$ cat src/rtl/counter_pkg.sv
// Shared encodings for the programmable load counter and its helpers.
package counter_pkg;

    // Run/stop FSM encoding
    typedef enum logic [1:0] {
        ST_IDLE = 2'd0,
        ST_RUN  = 2'd1,
        ST_DONE = 2'd2
    } state_t;

    // Values of the mode input
    localparam logic MODE_ONESHOT = 1'b0;
    localparam logic MODE_RELOAD  = 1'b1;

    // Values of the dir input
    localparam logic DIR_DOWN = 1'b0;
    localparam logic DIR_UP   = 1'b1;

endpackage

$ cat src/rtl/clk_prescaler.sv
// Clock prescaler: emits a one-cycle tick every (div+1) enabled cycles.
// The divisor is sampled live; a divisor lowered below the current phase
// produces a tick on the next enabled cycle rather than a long wrap.
module clk_prescaler #(
    parameter int PRE_W = 4
) (
    input  logic             clk,
    input  logic             rst,
    input  logic             clr,
    input  logic             en,
    input  logic [PRE_W-1:0] div,
    output logic             tick
);

    logic [PRE_W-1:0] phase;

    assign tick = en && (phase >= div);

    // Phase counter: cleared on reset or clr, restarts after each tick
    always_ff @(posedge clk) begin
        // NOTE: sequential state is written only with non-blocking assignments,
        // so every register samples the pre-edge values of its inputs.
        if (rst || clr) begin
            phase <= '0;
        end else if (tick) begin
            phase <= '0;
        end else if (en) begin
            phase <= phase + 1'b1;
        end
    end

endmodule

$ cat src/rtl/prog_load_counter.sv
// Programmable loadable up/down counter with prescaled enable, one-shot or
// auto-reload operation, a run/stop FSM, a terminal-count pulse and a
// registered zero flag.
module prog_load_counter
    import counter_pkg::*;
#(
    parameter int WIDTH = 8,
    parameter int PRE_W = 4
) (
    input  logic             clk,
    input  logic             rst,
    input  logic             load,
    input  logic [WIDTH-1:0] load_val,
    input  logic             start,
    input  logic             stop,
    input  logic             mode,
    input  logic             dir,
    input  logic [PRE_W-1:0] pre_div,
    output logic [WIDTH-1:0] count,
    output logic             zero,
    output logic             tc,
    output logic             busy
);

    state_t           state, state_nxt;
    logic [WIDTH-1:0] reload, reload_nxt, count_nxt;
    logic [WIDTH:0]   count_inc;
    logic             tc_nxt;
    logic             tick;
    logic             pre_clr;
    logic             pre_en;
    logic             terminal;

    // A start accepted from IDLE/DONE restarts the prescaler phase so the
    // first tick lands pre_div+1 cycles after the start edge.
    assign pre_clr = load || ((state != ST_RUN) && start && !stop);
    assign pre_en  = (state == ST_RUN) && !stop;

    // One extra bit so the up-mode terminal compare cannot wrap
    assign count_inc = {1'b0, count} + {{WIDTH{1'b0}}, 1'b1};

    clk_prescaler #(.PRE_W(PRE_W)) u_prescaler (
        .clk  (clk),
        .rst  (rst),
        .clr  (pre_clr),
        .en   (pre_en),
        .div  (pre_div),
        .tick (tick)
    );

    // Next-state and next-count decode, priority load > stop > start > tick
    always_comb begin
        // NOTE: every variable gets a default first, so no path leaves one
        // unassigned and no latch is inferred.
        state_nxt  = state;
        count_nxt  = count;
        reload_nxt = reload;
        tc_nxt     = 1'b0;
        terminal   = 1'b0;

        if (load) begin
            count_nxt  = load_val;
            reload_nxt = load_val;
            if (state == ST_DONE) begin
                state_nxt = ST_IDLE;
            end
        end else if (state == ST_RUN) begin
            if (stop) begin
                state_nxt = ST_IDLE;
            end else if (tick) begin
                if (dir == DIR_DOWN) begin
                    if ((count == '0) && (mode == MODE_RELOAD) && (reload != '0)) begin
                        count_nxt = reload;
                    end else if (count <= WIDTH'(1)) begin
                        count_nxt = '0;
                        terminal  = 1'b1;
                    end else begin
                        count_nxt = count - WIDTH'(1);
                    end
                end else begin
                    if ((count == reload) && (mode == MODE_RELOAD) && (reload != '0)) begin
                        count_nxt = '0;
                    end else if (count_inc >= {1'b0, reload}) begin
                        // Also saturates a count left above reload by a dir change
                        count_nxt = reload;
                        terminal  = 1'b1;
                    end else begin
                        count_nxt = count_inc[WIDTH-1:0];
                    end
                end
                if (terminal) begin
                    tc_nxt = 1'b1;
                    if (mode == MODE_ONESHOT) begin
                        state_nxt = ST_DONE;
                    end
                end
            end
        end else if (start && !stop) begin
            state_nxt = ST_RUN;
        end
    end

    // FSM state, count, reload and registered flags
    always_ff @(posedge clk) begin
        // NOTE: the reload value is ordinary control state, not storage, so it
        // is reset along with everything else.
        if (rst) begin
            state  <= ST_IDLE;
            count  <= '0;
            reload <= '0;
            zero   <= 1'b1;
            tc     <= 1'b0;
            busy   <= 1'b0;
        end else begin
            state  <= state_nxt;
            count  <= count_nxt;
            reload <= reload_nxt;
            zero   <= (count_nxt == '0);
            tc     <= tc_nxt;
            busy   <= (state_nxt == ST_RUN);
        end
    end

endmodule

$ cat config.mk
export PLATFORM = sky130hd
export DESIGN_NAME = prog_load_counter
export DESIGN_NICKNAME = d
export VERILOG_FILES = /design/src/rtl/counter_pkg.sv /design/src/rtl/clk_prescaler.sv /design/src/rtl/prog_load_counter.sv
export SDC_FILE = /design/constraint.sdc
export NUM_CORES = 1
export LEC_CHECK = 0
export CORE_MARGIN = 4
export CORE_UTILIZATION = 40
export DETAILED_ROUTE_END_ITERATION = 6
export MAX_ROUTING_LAYER = met4
export PLACE_DENSITY = 0.67
export SLEW_MARGIN = 20
export SYNTH_ARGS = -nofsm -noshare
export SYNTH_HDL_FRONTEND = slang
export SYNTH_SLANG_ARGS = --single-unit
$ cat constraint.sdc
create_clock -name clk -period 4.9 [get_ports clk]
set_input_delay 0.98 -clock clk [delete_from_list [all_inputs] [get_ports clk]]
set_output_delay 0.98 -clock clk [all_outputs]
set_load 0.02 [all_outputs]
==> run summary <==
Root Buffer: clkbuf_8
CTS tree: done
area leader, netlist: dfxtp_1
Worst path max stage delay: 680 ps
Vert. Die Dim: 80.9 um
Syn. warnings: 0
final worst-path cycle share: 71.7%
postcts setup bufs: 0
Mapped Nets: 300
core box area: 5140 sq um
dominant cells by area after synthesis: dfxtp_1 (24%), ha_1 (10%), nor2_1 (6.7%), mux2i_1 (5.7%), xnor2_1 (4.1%)
Ports: 30
row count: 26
CTS sink count: 25
initial core utilization: 41.3%
DR vias/cell: 5.52
most frequent cells after synthesis: nor2_1 (38), dfxtp_1 (25), inv_1 (20)
post-layout min period: 3520 ps
die footprint: 6540 sq um
H-tree lvl count: 1
register clock-pin slew on the reported worst setup and hold paths: 90 ps
EDFF count, synth: 0
FFs w/ async S/R, synth: 0%
FMAX: 284 MHz
unrepaired setup endpoints after global routing: no
cell leakage power: 1.01 nW
Post-DRT Antenna Nets: 0
share of post-route cells with drive strength above 1: 5.65%
first-pass GRT wire length: 9580 um
Mapped Avg Cell Area: 8.05 sq um
Worst Setup End Kind: register
endpoints failing setup: 0
worst-path maximum fanout: 11
Cells after DPL: 349
worst endpoint required time: 5110 ps
Worst-Skew Late Latency: 260 ps
hold buffers post-CTS: 0
final WL: 5740 um
sequential area share after synthesis: 23.6%
max-slew violation count: 0
GRT Util Overall: 19.2%
status: complete, no violations
Setup WS post-layout: 1380 ps
CP cell instances: and4_2, nand2_1, nor2_1, xor2_1, ha_1, nand4_1, o31a_1, nand3_1, mux2_2, a21oi_1, and4_1, a41o_1
max_cap viols: 0
PD cells: 218 nW/um^2
Total Neg Setup Slack: 0 ps
grt total ovfl: 0
count leader, synth: nor2_1
Yosys top cell area share: 23.6%
CP max stage cell: dfxtp_1
max_slew headroom: 44.3%
Cells after Synth: 264
Setup crit start kind: register
Netlist cell types: 52
pre-CTS WS: 1280 ps
worst path buffer plus inverter count: 0
via count of the first global-routing pass: 1920
register bit total from synthesis: 25
initial DRC count: 107
initial antenna violation count: 0
post-synthesis cell area: 2120 sq um
CTS buffer count: 3
vias: 1950
clock skew: 2.23 ps
Crit Path Category: register to register
final cell count without fillers: 353
nets@finish: 320
# port buffers: 29
antenna cells: 0
Initial DRT Pass Iterations: 4
Critical Path AT: 3720 ps
DR DRC count: 0
worst slew pin tran: 833 ps
area growth from synthesis to layout: 16.0%
CTS max path bufs: 2
post-CTS resize count: 0
Hold Fails Final Rpt: 0
Final HPWL DP: 4330 um
die width: 80.9 um
crit-path leading delay family: simple AND/OR/NAND/NOR gates
largest net degree at the start of global routing: 28
hold crit path type: register to register
wire per inst: 16.2 um
Max VDD drop: 0.000195 V
worst hold slack: 530 ps
final RePlAce weighted congestion: 0.958
Post-synth top flop: dfxtp_1
## layer usage
metal  vias to the layer above  global-route usage (%)  wire length [um]
met1                       899                    26.5              2730
met3                         2                    2.99               359
li1                        984                       -                 -
met2                        65                    29.1              2610
met5                         -                       -                 0
met4                         0                    5.07                35
## per-stage QoR
| stage | util [%] | power (mW) | area (sq um) |
|---|---|---|---|
| floorplan | - | 0.361 | 2120 |
| global placement | 47.1 | 0.415 | 2420 |
| detailed placement | 47.1 | 0.416 | 2420 |
| CTS | 47.9 | 0.537 | 2460 |
| global route | 47.9 | 0.570 | 2460 |
| finish | 47.9 | 0.536 | 2460 |
## logic make-up after synthesis
family,Yosys count,synth area share [%]
buffers and inverters,35,7.83
adder cells (fa/ha/maj),17,10.0
multiplexers,15,7.24
AND/OR/NAND/NOR,93,22.6
XOR/XNOR,19,7.83
flip-flops,25,23.6
AO/OA/AOI/OAI,60,21.0
## where the power goes
part / leakage (nW) / switching (mW) / internal [mW]
Sequential: 0.205 / 0.0255 / 0.212
Clock: 0.0228 / 0.0652 / 0.0581
Combinational: 0.780 / 0.0910 / 0.0841
Total: 1.01 / 0.182 / 0.355
## registers in the layout, summed over array words and instances (netlist names)
| signal | flops |
|---|---|
| u_prescaler.phase | 4 |
| busy | 1 |
| reload | 8 |
| tc | 1 |
| count | 8 |
| state | 2 |
| zero | 1 |
## final timing paths
kind / slack (ps) / end / start / depth (start not counted)
worst max-delay path: 1380 / zero / count[4] / 12
worst min-delay path: 530 / u_prescaler.phase[3] / u_prescaler.phase[3] / 2
worst max register to register: 1380 / zero / count[4] / 12
worst min register to register: 530 / u_prescaler.phase[3] / u_prescaler.phase[3] / 2
## area by class of cell
type	instances	area (sq um)
inverters	20	75.1
repair buffers	30	298
fillers	537	2680
multi-input cells	204	1460
well taps	70	87.6
flip-flops and latches	25	500
clock buffers	4	45.0
## cells in the final DEF, fill, tap and decap left out, types with 4 or more instances in the layout
cell,count
a21oi_1,12
a22oi_1,7
a31oi_1,4
clkdlybuf4s50_1,29
dfxtp_1,25
ha_1,17
inv_1,20
mux2i_1,12
nand2_1,15
nand3_1,6
nand4_1,5
nor2_1,38
nor4_1,4
o21ai_0,10
or3_1,4
or4_1,4
xnor2_1,10
xor2_1,9
## worst register-to-register path, delay by kind of cell, from the launching register on
family	cells	cell delay [ps]
simple gates	6	1250
xor+xnor	1	110
fa+ha+maj	1	340
flops	1	680
mux	1	380
compound gates	3	720
(Power assumes the default switching activity.)
